`config.mk`:
```
export PLATFORM = sky130hd
export DESIGN_NAME = keypad_scanner_flat
export DESIGN_NICKNAME = d
export VERILOG_FILES = /design/src/rtl/keypad_scanner_if.sv /design/src/rtl/keypad_scanner.sv /design/src/flat_wrapper.sv
export SDC_FILE = /design/constraint.sdc
export NUM_CORES = 1
export LEC_CHECK = 0
export ABC_AREA = 1
export ABC_CLOCK_PERIOD_IN_PS = 2530
export BUFFER_PORTS_ARGS = -buffer_cell sky130_fd_sc_hd__clkbuf_2
export CORE_ASPECT_RATIO = 0.6
export CORE_UTILIZATION = 43
export CTS_BUF_LIST = sky130_fd_sc_hd__clkbuf_8 sky130_fd_sc_hd__clkbuf_16
export DETAILED_ROUTE_END_ITERATION = 16
export SLEW_MARGIN = 20
export SYNTH_ARGS = -nofsm -noshare
export SYNTH_HDL_FRONTEND = slang
export SYNTH_SLANG_ARGS = --single-unit
```
`constraint.sdc`:
```
create_clock -name clk -period 2.53 [get_ports clk]
set_input_delay 0.759 -clock clk [delete_from_list [all_inputs] [get_ports clk]]
set_output_delay 0.759 -clock clk [all_outputs]
set_load 0.005 [all_outputs]
```
`src/rtl/keypad_scanner_if.sv`:
```
// Keypad matrix signals between the row scanner and its consumer.
// master drives the rows and key reports; slave drives the column lines.
interface keypad_scanner_if;
    logic [3:0] columnas;
    logic [3:0] filas;
    logic [3:0] key_code;
    logic       key_valid;
    logic       key_held;

    modport master (
        input  columnas,
        output filas,
        output key_code,
        output key_valid,
        output key_held
    );

    modport slave (
        output columnas,
        input  filas,
        input  key_code,
        input  key_valid,
        input  key_held
    );
endinterface

```
`src/rtl/keypad_scanner.sv`:
```
// 4x4 keypad row scanner: one-cold row drive, column debounce,
// one-cycle key strobe and release wait before resuming the scan.
module keypad_scanner #(
    parameter int SCAN_DIV        = 27_000,
    parameter int DEBOUNCE_CYCLES = 270_000
) (
    input logic             clk,
    input logic             n_reset,
    keypad_scanner_if.master kp
);
    typedef enum logic [1:0] {
        SCAN,
        DEBOUNCE,
        PRESSED
    } state_t;

    localparam logic [31:0] SLOT_LAST = 32'(SCAN_DIV - 1);
    localparam logic [31:0] DEB_LAST  = 32'(DEBOUNCE_CYCLES - 1);

    state_t      state, state_d;
    logic [1:0]  row_idx, row_idx_d;
    logic [1:0]  col_idx;
    logic [31:0] slot_cnt, slot_cnt_d;
    logic [31:0] deb_cnt, deb_cnt_d;
    logic [3:0]  pat, pat_d;
    logic [3:0]  col_m, col_s;
    logic [3:0]  code, code_d;
    logic        valid, valid_d;
    logic        held, held_d;

    always_ff @(posedge clk or negedge n_reset) begin
        if (!n_reset) begin
            state    <= SCAN;
            row_idx  <= '0;
            slot_cnt <= '0;
            deb_cnt  <= '0;
            pat      <= '0;
            col_m    <= '0;
            col_s    <= '0;
            code     <= '0;
            valid    <= 1'b0;
            held     <= 1'b0;
        end else begin
            state    <= state_d;
            row_idx  <= row_idx_d;
            slot_cnt <= slot_cnt_d;
            deb_cnt  <= deb_cnt_d;
            pat      <= pat_d;
            col_m    <= kp.columnas;
            col_s    <= col_m;
            code     <= code_d;
            valid    <= valid_d;
            held     <= held_d;
        end
    end

    // Lowest-numbered closed column wins when several share a row.
    always_comb begin
        col_idx = 2'd0;
        for (int i = 3; i >= 0; i--) begin
            if (!pat[i]) col_idx = 2'(i);
        end
    end

    always_comb begin
        state_d    = state;
        row_idx_d  = row_idx;
        slot_cnt_d = slot_cnt;
        deb_cnt_d  = deb_cnt;
        pat_d      = pat;
        code_d     = code;
        valid_d    = 1'b0;
        held_d     = held;
        unique case (state)
            SCAN: begin
                if (slot_cnt == SLOT_LAST) begin
                    slot_cnt_d = '0;
                    deb_cnt_d  = '0;
                    if (col_s != 4'hF) begin
                        pat_d   = col_s;
                        state_d = DEBOUNCE;
                    end else begin
                        row_idx_d = row_idx + 2'd1;
                    end
                end else begin
                    slot_cnt_d = slot_cnt + 32'd1;
                end
            end
            DEBOUNCE: begin
                if (col_s != pat) begin
                    state_d    = SCAN;
                    slot_cnt_d = '0;
                    deb_cnt_d  = '0;
                end else if (deb_cnt == DEB_LAST) begin
                    state_d    = PRESSED;
                    slot_cnt_d = '0;
                    deb_cnt_d  = '0;
                    valid_d    = 1'b1;
                    held_d     = 1'b1;
                    code_d     = {row_idx, col_idx};
                end else begin
                    deb_cnt_d = deb_cnt + 32'd1;
                end
            end
            PRESSED: begin
                // Any closed contact restarts the release window.
                if (col_s != 4'hF) begin
                    deb_cnt_d = '0;
                end else if (deb_cnt == DEB_LAST) begin
                    state_d    = SCAN;
                    held_d     = 1'b0;
                    row_idx_d  = row_idx + 2'd1;
                    slot_cnt_d = '0;
                    deb_cnt_d  = '0;
                end else begin
                    deb_cnt_d = deb_cnt + 32'd1;
                end
            end
            default: state_d = SCAN;
        endcase
    end

    assign kp.filas     = ~(4'b0001 << row_idx);
    assign kp.key_code  = code;
    assign kp.key_valid = valid;
    assign kp.key_held  = held;
endmodule

```
`src/flat_wrapper.sv`:
```
// flat-port wrapper written by rule: the top's interface ports become plain ports
module keypad_scanner_flat 
#(
    parameter int SCAN_DIV        = 27_000,
    parameter int DEBOUNCE_CYCLES = 270_000
)
  (clk, n_reset, kp_columnas, kp_filas, kp_key_code, kp_key_valid, kp_key_held);
  keypad_scanner_if kp_i ();
  input logic clk;
  input logic n_reset;
  input wire logic [$bits(kp_i.columnas)-1:0] kp_columnas;
  output wire logic [$bits(kp_i.filas)-1:0] kp_filas;
  output wire logic [$bits(kp_i.key_code)-1:0] kp_key_code;
  output wire logic [$bits(kp_i.key_valid)-1:0] kp_key_valid;
  output wire logic [$bits(kp_i.key_held)-1:0] kp_key_held;
  assign kp_i.columnas = kp_columnas;
  assign kp_filas = kp_i.filas;
  assign kp_key_code = kp_i.key_code;
  assign kp_key_valid = kp_i.key_valid;
  assign kp_key_held = kp_i.key_held;
  keypad_scanner #(.SCAN_DIV(SCAN_DIV), .DEBOUNCE_CYCLES(DEBOUNCE_CYCLES)) u_core (.clk(clk), .n_reset(n_reset), .kp(kp_i));
endmodule
```
After elaboration in Yosys (flattened, before gate mapping)
Index checks and enable logic that the tools add are counted.
Widths: inputs -> output; s select.
{"block": "totals", "regBits": 86, "input_bits": 6, "out_inout_bits": 10, "elab_cells": 75}
{"block": "classes", "addsub": 3, "n_eq_ne": 14, "shifts": 1, "muxes": 34, "bitwise_logic": 2, "reduce_logical": 11}
{"operator": "$mux 32", "n": 8}
{"operator": "$pmux 32 s3", "n": 2}
{"operator": "$add 32x1->32 const B", "n": 2}
{"operator": "$eq 32x15->1 const B", "n": 1}
{"operator": "$eq 32x19->1 const B", "n": 1}
{"operator": "$mux 2", "n": 14}
{"operator": "$reduce_and 5->1", "n": 3}
{"operator": "$ne 2x1->1 const B", "n": 4}
{"operator": "$mux 1", "n": 7}
{"operator": "$ne 2x2->1 const B", "n": 3}
{"operator": "$pmux 2 s3", "n": 1}
{"operator": "$reduce_and 3->1", "n": 2}
{"operator": "$ne 4x4->1", "n": 1}
{"operator": "$ne 4x4->1 const B", "n": 1}
{"operator": "$not 4->4", "n": 1}
{"operator": "$pmux 2 s2", "n": 1}
{"operator": "$reduce_and 2->1", "n": 2}
{"operator": "$reduce_bool 2->1", "n": 2}
{"operator": "$shl 1x2->4 const A", "n": 1}
{"operator": "$ne 3x1->1 const B", "n": 1}
{"operator": "$reduce_bool 3->1", "n": 1}
{"operator": "$add 2x1->2 const B", "n": 1}
{"operator": "$eq 2x1->1 const B", "n": 1}
{"operator": "$eq 2x2->1 const B", "n": 1}
{"operator": "3 further kinds", "n": 3}

Longest topological paths before layout
Gate-level depths: netlist of the first run.
{"block": "logic_depth", "word_depth": 4, "depth_mapped": 13, "depth_no_buf": 13}

Worst setup path before layout of the first run
Ideal clock, no wire load.
{"block": "synth_path", "path_kind": "reg2reg", "from": "register u_core.state[0]", "to": "register u_core.slot_cnt[1]", "setup_time_ns": 0.120, "arrival_time_ns": 1.765, "required_ns": 2.410, "setup_slack_ns": 0.645, "path_stages_with_launch": 10, "n_path_buf": 1, "synth_period_minus_slack_ns": 1.885, "cell_sequence": "dfrtp_1 > inv_1 > ha_1 > buf_2 > clkinv_1 > nand3_1 > inv_1 > or2_2 > o21ai_0 > inv_1"}
{"block": "synth_via", "elab_chain_len": 3, "elab_cells_between_ends": 7, "classes_between": "eq/ne (3); mux (1); reduce/logical (3)"}
{"item": "start: declaration", "line_no": "keypad_scanner.sv:20", "text": "state_t state, state_d;"}
{"item": "start signal: assignment", "line_no": "keypad_scanner.sv:44", "text": "state <= state_d;"}
{"item": "$eq 2x2->1, or another cell as far along", "line_no": "keypad_scanner.sv:74", "text": "unique case (state)"}
{"item": "$ne 2x2->1 (no source line) / $reduce_bool 3->1 (equally long branches)"}
{"item": "$reduce_and 2->1 (no source line)"}
{"item": "end signal: assignment", "line_no": "keypad_scanner.sv:46", "text": "slot_cnt <= slot_cnt_d;"}
{"item": "end: declaration", "line_no": "keypad_scanner.sv:23", "text": "logic [31:0] slot_cnt, slot_cnt_d;"}
Several ways; a longest one is shown, not always the timed one.
A chain may end at the register's enable or synchronous reset.

Worst setup path after layout of the first run
{"block": "layout_path", "from": "register u_core.slot_cnt[0]", "to": "register u_core.slot_cnt[22]"}
{"block": "layout_via", "elab_chain_len": 3, "elab_cells_between_ends": 4, "classes_between": "add/sub (1); eq/ne (1); mux (2)"}
{"item": "$add 32x1->32 / $eq 32x15->1 (equally long branches)", "line_no": "keypad_scanner.sv:86, keypad_scanner.sv:76"}
{"item": "$mux 32 (*)", "line_no": "keypad_scanner.sv:76", "text": "if (slot_cnt == SLOT_LAST) begin"}
{"item": "$pmux 32 s3 (*)", "line_no": "keypad_scanner.sv:74"}
Mark *: on every way between the ends. The rest lies on a longest branch, timed or not.

==> results of run 1 <==
==> registers in the layout, indices dropped and copies added, names as in the netlist <==
signal	count
u_core.row_idx	2
u_core.col_s	4
u_core.slot_cnt	32
u_core.kp.key_code	4
u_core.pat	4
u_core.kp.key_held	1
u_core.col_m	4
u_core.state	2
u_core.kp.key_valid	1
u_core.deb_cnt	32
==> per-layer routing <==
metal / wire, µm / vias up
met1: 9120 / 2634
met4: 110 / 0
met2: 5551 / 299
met5: 0 / -
met3: 2321 / 10
li1: - / 2881
==> cell usage after synthesis, drive strengths merged <==
library cell	count	area (µm²)
a21oi	20	115.1
a22oi	4	30.03
and2	1	6.260
and3	1	6.260
buf	12	73.82
clkbuf	4	15.01
clkinv	1	3.750
dfrtp	86	2152
ha	10	125.1
inv	155	581.8
nand2	252	973.4
nand3	80	400.4
nand3b	1	7.510
nand4	29	181.4
nor2	122	465.5
nor3	28	140.1
nor4	4	25.02
o211ai	1	7.510
o21a	1	7.510
o21ai	58	290.3
o21bai	4	30.03
o221ai	1	8.760
o22ai	3	18.77
o31ai	4	30.03
or2	1	6.260
xnor2	1	8.760
xor2	8	70.07
==> stage by stage <==
stage | power (W) | worst slack [ps] | cells | util
after global routing | 0.002989 | 152.0 | 1094 | 0.4972
after global placement | 0.001463 | 461.3 | 1079 | 0.4725
after detailed placement | 0.001463 | 383.2 | 1079 | 0.4725
after floorplan | 0.001418 | 645.4 | 892 | -
after CTS | 0.002936 | 378.0 | 1094 | 0.4972
final | 0.002901 | 362.8 | 1094 | 0.4972
==> power groups by stage <==
stage / sequential [W] / clock, W / combinational [W]
3_3_place_gp: 0.00141 / 0 / 0.0000525
3_5_place_dp: 0.00141 / 0 / 0.0000530
2_1_floorplan: 0.00141 / 0 / 0.00000830
5_1_grt: 0.00138 / 0.00155 / 0.0000592
4_1_cts: 0.00138 / 0.00150 / 0.0000533
6_report: 0.00138 / 0.00147 / 0.0000504
==> worst register-to-register path, delay by kind of cell, from the launching register on <==
kind	cells	cell delay (ps)
and+or+nand+nor	8	1190
DFF	1	390
AOI/OAI and AO/OA	1	170
adders and majority gates	1	190
buffers and inverters	2	130
==> how the worst max path moves through the flow <==
stage,startpoint,endpoint
3_3_place_gp,u_core.slot_cnt[0],u_core.deb_cnt[13]
5_1_grt,u_core.slot_cnt[0],u_core.slot_cnt[22]
6_report,u_core.slot_cnt[0],u_core.slot_cnt[22]
4_1_cts,u_core.state[0],u_core.slot_cnt[1]
2_1_floorplan,u_core.state[0],u_core.slot_cnt[1]
3_5_place_dp,u_core.state[0],u_core.slot_cnt[1]
==> cell families after synthesis <==
family / Yosys count / synth area share
XOR/XNOR: 9 / 0.01364
AO/OA/AOI/OAI: 96 / 0.09308
AND/OR/NAND/NOR: 519 / 0.3827
adder cells (fa/ha/maj): 10 / 0.02165
buffers and inverters: 172 / 0.1167
flip-flops: 86 / 0.3723
==> final cells by class <==
| cell class | instances | area (µm²) |
|---|---|---|
| fill | 1335 | 6523 |
| multi-input combinational | 634 | 2954 |
| sequential | 86 | 2152 |
| inverter | 156 | 585.6 |
| clock buffer | 9 | 225.2 |
| timing repair buffer | 33 | 225.2 |
| tap | 170 | 212.7 |
| clock inverter | 6 | 95.09 |
==> results by stage, run 1 <==
Drt:
- In the final routed layout, each cell accounts on average for 15.63 µm.
- The count of routing violations after the opening detailed-route iteration is 668.
- In the routed design, unresolved DRC markers number 0.
- The number of search-and-repair iterations in the first detailed-routing pass is 5.
- The overall via count from detail_route is 5824.
- The wire length reported by the detailed router is 17100 µm.
- Using the TritonRoute via totals, the vias-per-cell ratio works out to 5.324.
- The detail route stage leaves a number of antenna-violating nets equal to 0.

Clock tree:
- TritonCTS built the clock tree.
- The later-pin clock latency in the skew report is 350 ps.
- The CTS clock-pin slew for the worst setup and hold paths is 70 ps.
- The TritonCTS buffer count is 9.
- No sink is reached through more buffers than the 2 on the longest clock path.
- The number of gates given a new drive strength after cts is 0.
- The clock root buffer is sky130_fd_sc_hd__clkbuf_16.
- The quantity of hold-fixing buffers added after cts is 0.
- The total number of H-tree levels is 3.
- The clock net in this run drives a total of 86 sinks.
- Buffers added to address setup during post-CTS repair amount to 0.

Floorplan:
- The area of the core is 12970 µm².
- The height of the die is 91.81 µm.
- The I/O pin count is 16.
- The number of cell rows is 32.
- The initial core utilization is 0.4456.
- The die covers 13930 µm².
- The horizontal die dimension is 151.7 µm.

Setup path:
- Counting both buffers and inverters, the worst setup path holds a total of 2.
- The required time of the worst setup path is 2780 ps.
- The count of cell instances traversed by the critical path is 12.
- The data arrival time of the worst path is 2410 ps.
- The longest individual stage delay on the worst path is 390 ps.
- Counting stages on the worst path, the most repeated cell is sky130_fd_sc_hd__nand2_1.
- The launch point of the worst reg-to-reg path is u_core.slot_cnt[0].
- The worst setup path is of the flip-flop to flip-flop kind.
- The path depth of the worst reg2reg path is 12.
- The endpoint identified for the worst register-to-register timing path is u_core.slot_cnt[22].
- The nature of the critical path startpoint is a flip-flop.
- Among cell families on the critical path, the largest total delay comes from simple AND/OR/NAND/NOR gates.
- The nature of the critical path endpoint is a flip-flop.
- Traced cell by cell, the critical path runs through ha_1, nand2_1, nor2_1, inv_1, nor2_1, nand2_1, nor2_1, nand2_1, o21ai_0, nand2_1, nand2_1, inv_1.
- In this run the register-to-register setup slack is 360 ps.
- The slowest library cell on the worst path is sky130_fd_sc_hd__dfrtp_1.
- Of all nets on the critical path, the largest fanout is 4.

Power:
- Dividing total power by cell area gives a power density of 449.7 nW/µm².
- The worst-case IR drop observed on VDD is 0.0002369 V.
- The proportion of total power due to net switching is 0.2194.
- Of the total power, registers draw 0.477.
- The analysis attributes to cell leakage a power of 3.302 nW.
- The share of total power dissipated in the clock network is 0.505.
- The proportion of power drawn by combinational gates is 0.017.
- In this run the power spent charging and discharging nets is 0.0006365 W.
- The internal portion of total power is 0.002264 W.

Synthesis:
- The count of state elements after synthesis is 86.
- A synthesized cell averages 6.480 µm².
- The Yosys step of the flow raised 0 warnings.
- Synthesis produced a netlist with a net count of 908.
- The post-synthesis instance area is 5781 µm².
- Counting every instance in the synthesized netlist gives 892.
- The part of the Yosys area used for sequential elements is 0.3723.
- The synthesized netlist contains 37 unique library cells.

STA:
- Measured against its own limit, the worst slew margin works out to 0.5737.
- The tightest hold path in the finished design has a slack of 355.0 ps.
- The shortest period the worst path allows is 2167 ps.
- In the finished design, the share of the clock period the worst path needs comes to 0.8566.
- Based on the critical path, the design can be clocked at up to 461.4 MHz.
- The transition time at the pin with the least slew margin is 634.6 ps.
- The final setup TNS is 0 ps.
- Setup repair after global routing left no endpoint under its margin.
- The final-report setup violation count is 0.
- The clock skew is 6.327 ps.
- The final number of max-transition violations is 0.
- The count of endpoints failing hold in the final timing report is 0.

Placement:
- Summing all placed instances gives a cell area of 6130 µm².
- The wire-length estimate of the detail-placed layout is 13310 µm.
- The count of port buffers added during placement is 15.
- The congestion estimate from routability-driven global placement came to 0.9465.

Min path:
- The startpoint of the lowest-slack hold path is u_core.col_m[1].
- The worst hold path class is flip-flop to flip-flop.
- The worst hold path terminates at u_core.col_s[1].
- Along the worst hold path, the cell count comes to 0.

Flow run:
- The total of max-cap violations is 0.

Cells and area:
- The relative area change from synthesis to final layout is 11.58%.
- The final design instance area without fill is 6450 µm².
- In the final layout, the share of cells above drive strength 1 is 0.07035.
- The most common cell after layout, fill and taps aside is sky130_fd_sc_hd__nand2_1.
- In the layout the commonest cells are sky130_fd_sc_hd__nand2_1, sky130_fd_sc_hd__inv_1, sky130_fd_sc_hd__nor2_1, sky130_fd_sc_hd__dfrtp_1, sky130_fd_sc_hd__nand3_1.
- The final net count is 936.
- The diode insertion count for antenna repair is 0.

GRT:
- The via count of the first global-routing pass is 5007.
- The global route total overflow is 0.
- The number of antenna violations at the first check in global routing came to 0.
- In the global route stage, met2 resource usage came out at 0.2792.
- The routing usage on met3 is 0.1095.
- The largest net degree at the start of global routing is 39.
- The met1 usage is 0.4474.
- The first global-routing pass estimated 27410 µm of wire.
- The most congested layer reported by global routing is met1.
- The overall global routing resource usage is 0.2625.

Run status:
- The flow ran to the end, and the final reports show no timing, DRC or antenna violations.
Note: power is estimated with default switching activity, not from simulation.
==> run 2, diff against run 1 <==
- ABC_AREA: 1 -> unset
==> results by stage, run 2 <==
STA:
- The final period utilization is 0.9406 (was 0.8566).
- The max-slew headroom at the worst pin is 0.6528 (was 0.5737).
- The transition time at the pin with the least slew margin was 518.9 ps (was 634.6 ps).
- The post-layout worst setup margin is 150.2 ps (was 362.8 ps).
- The final setup TNS is 0 ps (unchanged).
- The shortest period the worst path allows was 2380 ps (was 2167 ps).
- The final-report setup violation count came to 0 (unchanged).
- The count of endpoints failing hold in the final timing report is 0 (unchanged).
- The upper clock frequency limit was 420.2 MHz (was 461.4 MHz).
- The clock skew is 5.927 ps (was 6.327 ps).
- The final number of max-transition violations is 0 (unchanged).
- Setup repair after global routing missed its margin: false (unchanged).

Synthesis:
- The proportion of netlist area held by the largest area contributor is 0.4439 (was 0.3723).
- The main flop type after synthesis is sky130_fd_sc_hd__dfrtp_1 (unchanged).
- The synthesized netlist net count is 542 (was 908).
- The parity-gate share of the synthesized area counting xor and xnor cells came to 0.009032 (was 0.01364).
- The adder and majority cell fraction of the synthesized area was 0.02581 (was 0.02165).
- The synthesized area divided by synthesized cell count came to 9.217 µm² (was 6.480 µm²).
- The cell type with the largest total area after synthesis is sky130_fd_sc_hd__dfrtp_1 (unchanged).
- The post-synthesis instance area is 4848 µm² (was 5781 µm²).
- The post-synthesis cell type count is 66 (was 37).
- The most common cell in the netlist was sky130_fd_sc_hd__dfrtp_1 (was sky130_fd_sc_hd__nand2_1).
- The number of enable flip-flop cells after synthesis was 0 (unchanged).
- The count of state elements after synthesis came to 86 (unchanged).
- Cell types occupying the most area after synthesis: sky130_fd_sc_hd__dfrtp_1, sky130_fd_sc_hd__nand2_1, sky130_fd_sc_hd__o21ai_0 (was sky130_fd_sc_hd__dfrtp_1, sky130_fd_sc_hd__nand2_1, sky130_fd_sc_hd__inv_1).
- The part of the Yosys area used for sequential elements is 0.4439 (was 0.3723).
- The total of warnings raised by yosys is 0 (unchanged).
- The async set or reset register ratio after synthesis is 1.000 (unchanged).
- The dominant combinational cell family by area after synthesis is simple AND/OR/NAND/NOR gates (unchanged).
- The compound-cell area share of the yosys netlist is 0.2212 (was 0.09307).
- The cell count after synthesis is 526 (was 892).
- The multiplexer fraction of the synthesized cell area was 0.008516 (was 0).
- The post-synthesis simple-gate area fraction is 0.2537 (was 0.3827).
- Most frequent cells after synthesis: sky130_fd_sc_hd__dfrtp_1, sky130_fd_sc_hd__nand2_1, sky130_fd_sc_hd__nor2_1, sky130_fd_sc_hd__o21ai_0, sky130_fd_sc_hd__a21oi_1 (was sky130_fd_sc_hd__nand2_1, sky130_fd_sc_hd__inv_1, sky130_fd_sc_hd__nor2_1).

Setup path:
- The reg-to-reg endpoint is u_core.deb_cnt[31] (was u_core.slot_cnt[22]).
- The required time of the worst setup path is 2750 ps (was 2780 ps).
- The launch point of the worst reg-to-reg path is u_core.slot_cnt[19] (was u_core.slot_cnt[0]).
- The flop-to-flop setup slack came to 150 ps (was 360 ps).
- The number of buffer and inverter stages on the critical path is 3 (was 2).
- The path depth of the worst reg2reg path is 9 (was 12).
- The data arrival time of the worst path is 2600 ps (was 2410 ps).
- The nature of the critical path endpoint was a flip-flop (unchanged).
- The maximum net fanout on the critical path is 21 (was 4).
- The nature of the critical path startpoint is a flip-flop (unchanged).
- Cells along the critical path: nor4_1, buf_4, nand4_1, buf_4, o41a_4, buf_4, and2_0, a31oi_1, o31ai_1 (was ha_1, nand2_1, nor2_1, inv_1, nor2_1, nand2_1, nor2_1, nand2_1, o21ai_0, nand2_1, nand2_1, inv_1).
- The longest individual stage delay on the worst path is 480 ps (was 390 ps).
- The slowest library cell on the worst path is sky130_fd_sc_hd__o41a_4 (was sky130_fd_sc_hd__dfrtp_1).
- The worst setup path category is flip-flop to flip-flop (unchanged).
- The cell occurring most often along the worst timing path is sky130_fd_sc_hd__buf_4 (was sky130_fd_sc_hd__nand2_1).
- The cell type group with the largest total delay on the critical path is compound AO/OA/AOI/OAI gates (was simple AND/OR/NAND/NOR gates).

Floorplan:
- The I/O pin count is 16 (unchanged).
- The height of the die was 84.25 µm (was 91.81 µm).
- The number of cell rows is 29 (was 32).
- The die outline area is 11720 µm² (was 13930 µm²).
- The horizontal die dimension came to 139.1 µm (was 151.7 µm).
- The initial core utilization is 0.4499 (was 0.4456).
- The area of the core was 10780 µm² (was 12970 µm²).

Drt:
- The number of search-and-repair iterations in the first detailed-routing pass is 11 (was 5).
- The number of nets still failing antenna checks after routing is 0 (unchanged).
- The overall via count from detail_route came to 4407 (was 5824).
- The via-per-instance ratio came to 6.087 (was 5.324).
- The wire length reported by the detailed router is 12800 µm (was 17100 µm).
- The routed length per instance is 17.67 µm (was 15.63 µm).
- The DRC violation count after routing is 2 (was 0).
- The count of routing violations after the opening detailed-route iteration came to 378 (was 668).

Cells and area:
- The relative area change from synthesis to final layout was 17.03% (was 11.58%).
- Highest-count cells in the layout ignoring fill and taps: sky130_fd_sc_hd__dfrtp_1, sky130_fd_sc_hd__nand2_1, sky130_fd_sc_hd__buf_4, sky130_fd_sc_hd__nor2_1, sky130_fd_sc_hd__o21ai_0 (was sky130_fd_sc_hd__nand2_1, sky130_fd_sc_hd__inv_1, sky130_fd_sc_hd__nor2_1, sky130_fd_sc_hd__dfrtp_1, sky130_fd_sc_hd__nand3_1).
- The final net count was 596 (was 936).
- The layout filler cell count came to 1000 (was 1335).
- The ratio of cells with drive above 1 in the final layout is 0.1726 (was 0.07035).
- Regs by FF count: u_core.deb_cnt: 32 flops, u_core.slot_cnt: 32 flops (unchanged).
- The diode insertion count for antenna repair came to 0 (unchanged).
- The most common cell after layout, fill and taps aside is sky130_fd_sc_hd__dfrtp_1 (was sky130_fd_sc_hd__nand2_1).

GRT:
- The number of antenna violations at the first check in global routing is 0 (unchanged).
- The largest net degree at the start of global routing is 50 (was 39).
- The overall global routing resource usage was 0.2330 (was 0.2625).
- The via count of the first global-routing pass was 3933 (was 5007).
- The wire length of the first global-routing pass is 21410 µm (was 27410 µm).
- The global route total overflow is 0 (unchanged).

Clock tree:
- The clock root buffer is sky130_fd_sc_hd__clkbuf_16 (unchanged).
- The TritonCTS buffer count is 9 (unchanged).
- The maximum buffer depth of the clock tree is 2 (unchanged).
- The CTS clock-pin slew for the worst setup and hold paths came to 60 ps (was 70 ps).
- The CTS tree is built (unchanged).
- The total number of H-tree levels came to 3 (unchanged).
- The later-pin clock latency in the skew report came to 340 ps (was 350 ps).
- The total number of clock tree sinks is 86 (unchanged).

Min path:
- The worst hold path class is flip-flop to flip-flop (unchanged).
- The worst hold path depth is 0 (unchanged).
- The terminating pin of the worst hold path is u_core.col_s[3] (was u_core.col_s[1]).
- The startpoint of the lowest-slack hold path is u_core.col_m[3] (was u_core.col_m[1]).

Placement:
- The placement-stage worst setup slack is 174.1 ps (was 383.2 ps).
- The count of port buffers added during placement was 15 (unchanged).
- The estimated wirelength of the detail-placed design is 9502 µm (was 13310 µm).
- The weighted congestion at the end of routability-driven global placement is 0.8802 (was 0.9465).

Run status:
- Result of the run: finished with violations (was finished, final reports clean).
- The final reports fail on DRC.

Power:
- The power density normalized to cell area is 485.8 nW/µm² (was 449.7 nW/µm²).
- The highest ir drop seen on vdd is 0.0003143 V (was 0.0002369 V).
- The static leakage was 2.445 nW (was 3.302 nW).

Flow run:
- The total of max-cap violations is 0 (unchanged).
[run 2: cell types whose count changed after synthesis, moves of 14 or more]
cell	before	now
sky130_fd_sc_hd__a21oi_1	18	36
sky130_fd_sc_hd__a22o_1	0	14
sky130_fd_sc_hd__inv_1	151	19
sky130_fd_sc_hd__nand2_1	245	55
sky130_fd_sc_hd__nand3_1	80	32
sky130_fd_sc_hd__nand4_1	29	15
sky130_fd_sc_hd__nor2_1	119	38
sky130_fd_sc_hd__nor3_1	28	14
sky130_fd_sc_hd__o21ai_1	15	0
[run 2: worst max-delay path by stage]
stage	start	endpoint	slack, ps	depth (start not counted)
global route	u_core.slot_cnt[27]	u_core.deb_cnt[31]	20	9
CTS	u_core.slot_cnt[19]	u_core.deb_cnt[17]	150	8
floorplan	u_core.state[0]	u_core.deb_cnt[12]	280	10
detailed placement	u_core.slot_cnt[19]	u_core.deb_cnt[19]	170	8
global placement	u_core.slot_cnt[19]	u_core.deb_cnt[31]	150	9
finish	u_core.slot_cnt[19]	u_core.deb_cnt[31]	150	9
[run 2: cells by family after synthesis]
family                     Yosys count
buffers and inverters               40
and+or+nand+nor                    225
muxes                                4
AOI/OAI and AO/OA                  156
DFF                                 86
adders and majority gates           10
xor gates and xnor gates             5
[run 2: metal layers]
layer / GRT usage / part of all wire / vias up
met1: 0.3977 / 0.56 / 2131
li1: - / - / 2094
met4: 0.04343 / 0.0053 / 0
met3: 0.05590 / 0.080 / 8
met2: 0.2810 / 0.36 / 174
met5: 0 / 0 / -
[run 2: power by group]
group | switching (W) | internal, W
combinational | 0.0000332 | 0.00000914
clock | 0.000540 | 0.000788
sequential | 0.00000441 | 0.00138
[run 2: worst register-to-register path: stages (launching register included)]
cell,delay (ps)
sky130_fd_sc_hd__dfrtp_1,410
sky130_fd_sc_hd__nor4_1,320
sky130_fd_sc_hd__buf_4,160
sky130_fd_sc_hd__nand4_1,90
sky130_fd_sc_hd__buf_4,180
sky130_fd_sc_hd__o41a_4,480
sky130_fd_sc_hd__buf_4,220
sky130_fd_sc_hd__and2_0,190
sky130_fd_sc_hd__a31oi_1,140
sky130_fd_sc_hd__o31ai_1,90
[run 2: repair_timing]
item / in CTS / in global routing
resized for setup: 0 / 1
endpoints found under the setup margin: 0 / 1
buffers inserted: 0 / 0
hold buffers: 0 / 0
[run 2: area by class of cell]
cell class	count	area [µm²]	share of cell area
multi-input cells	400	2517	0.4437
flip-flops and latches	86	2152	0.3793
repair buffers	64	457.9	0.08071
clock buffers	10	239.0	0.04212
well taps	139	173.9	0.03065
inverters	19	71.32	0.01257
clock inverters	6	62.56	0.01103
[run 2: per-stage QoR]
stage	hold WS, ps	cell area, µm²	total power [W]	instances	util
after floorplan	331.2	4848	0.001417	526	-
after global placement	333.1	5368	0.001456	708	0.4981
after detailed placement	334.7	5368	0.001456	708	0.4981
after CTS	348.8	5669	0.002786	724	0.5261
after global routing	366.3	5674	0.002849	724	0.5265
final	348.1	5674	0.002757	724	0.5265
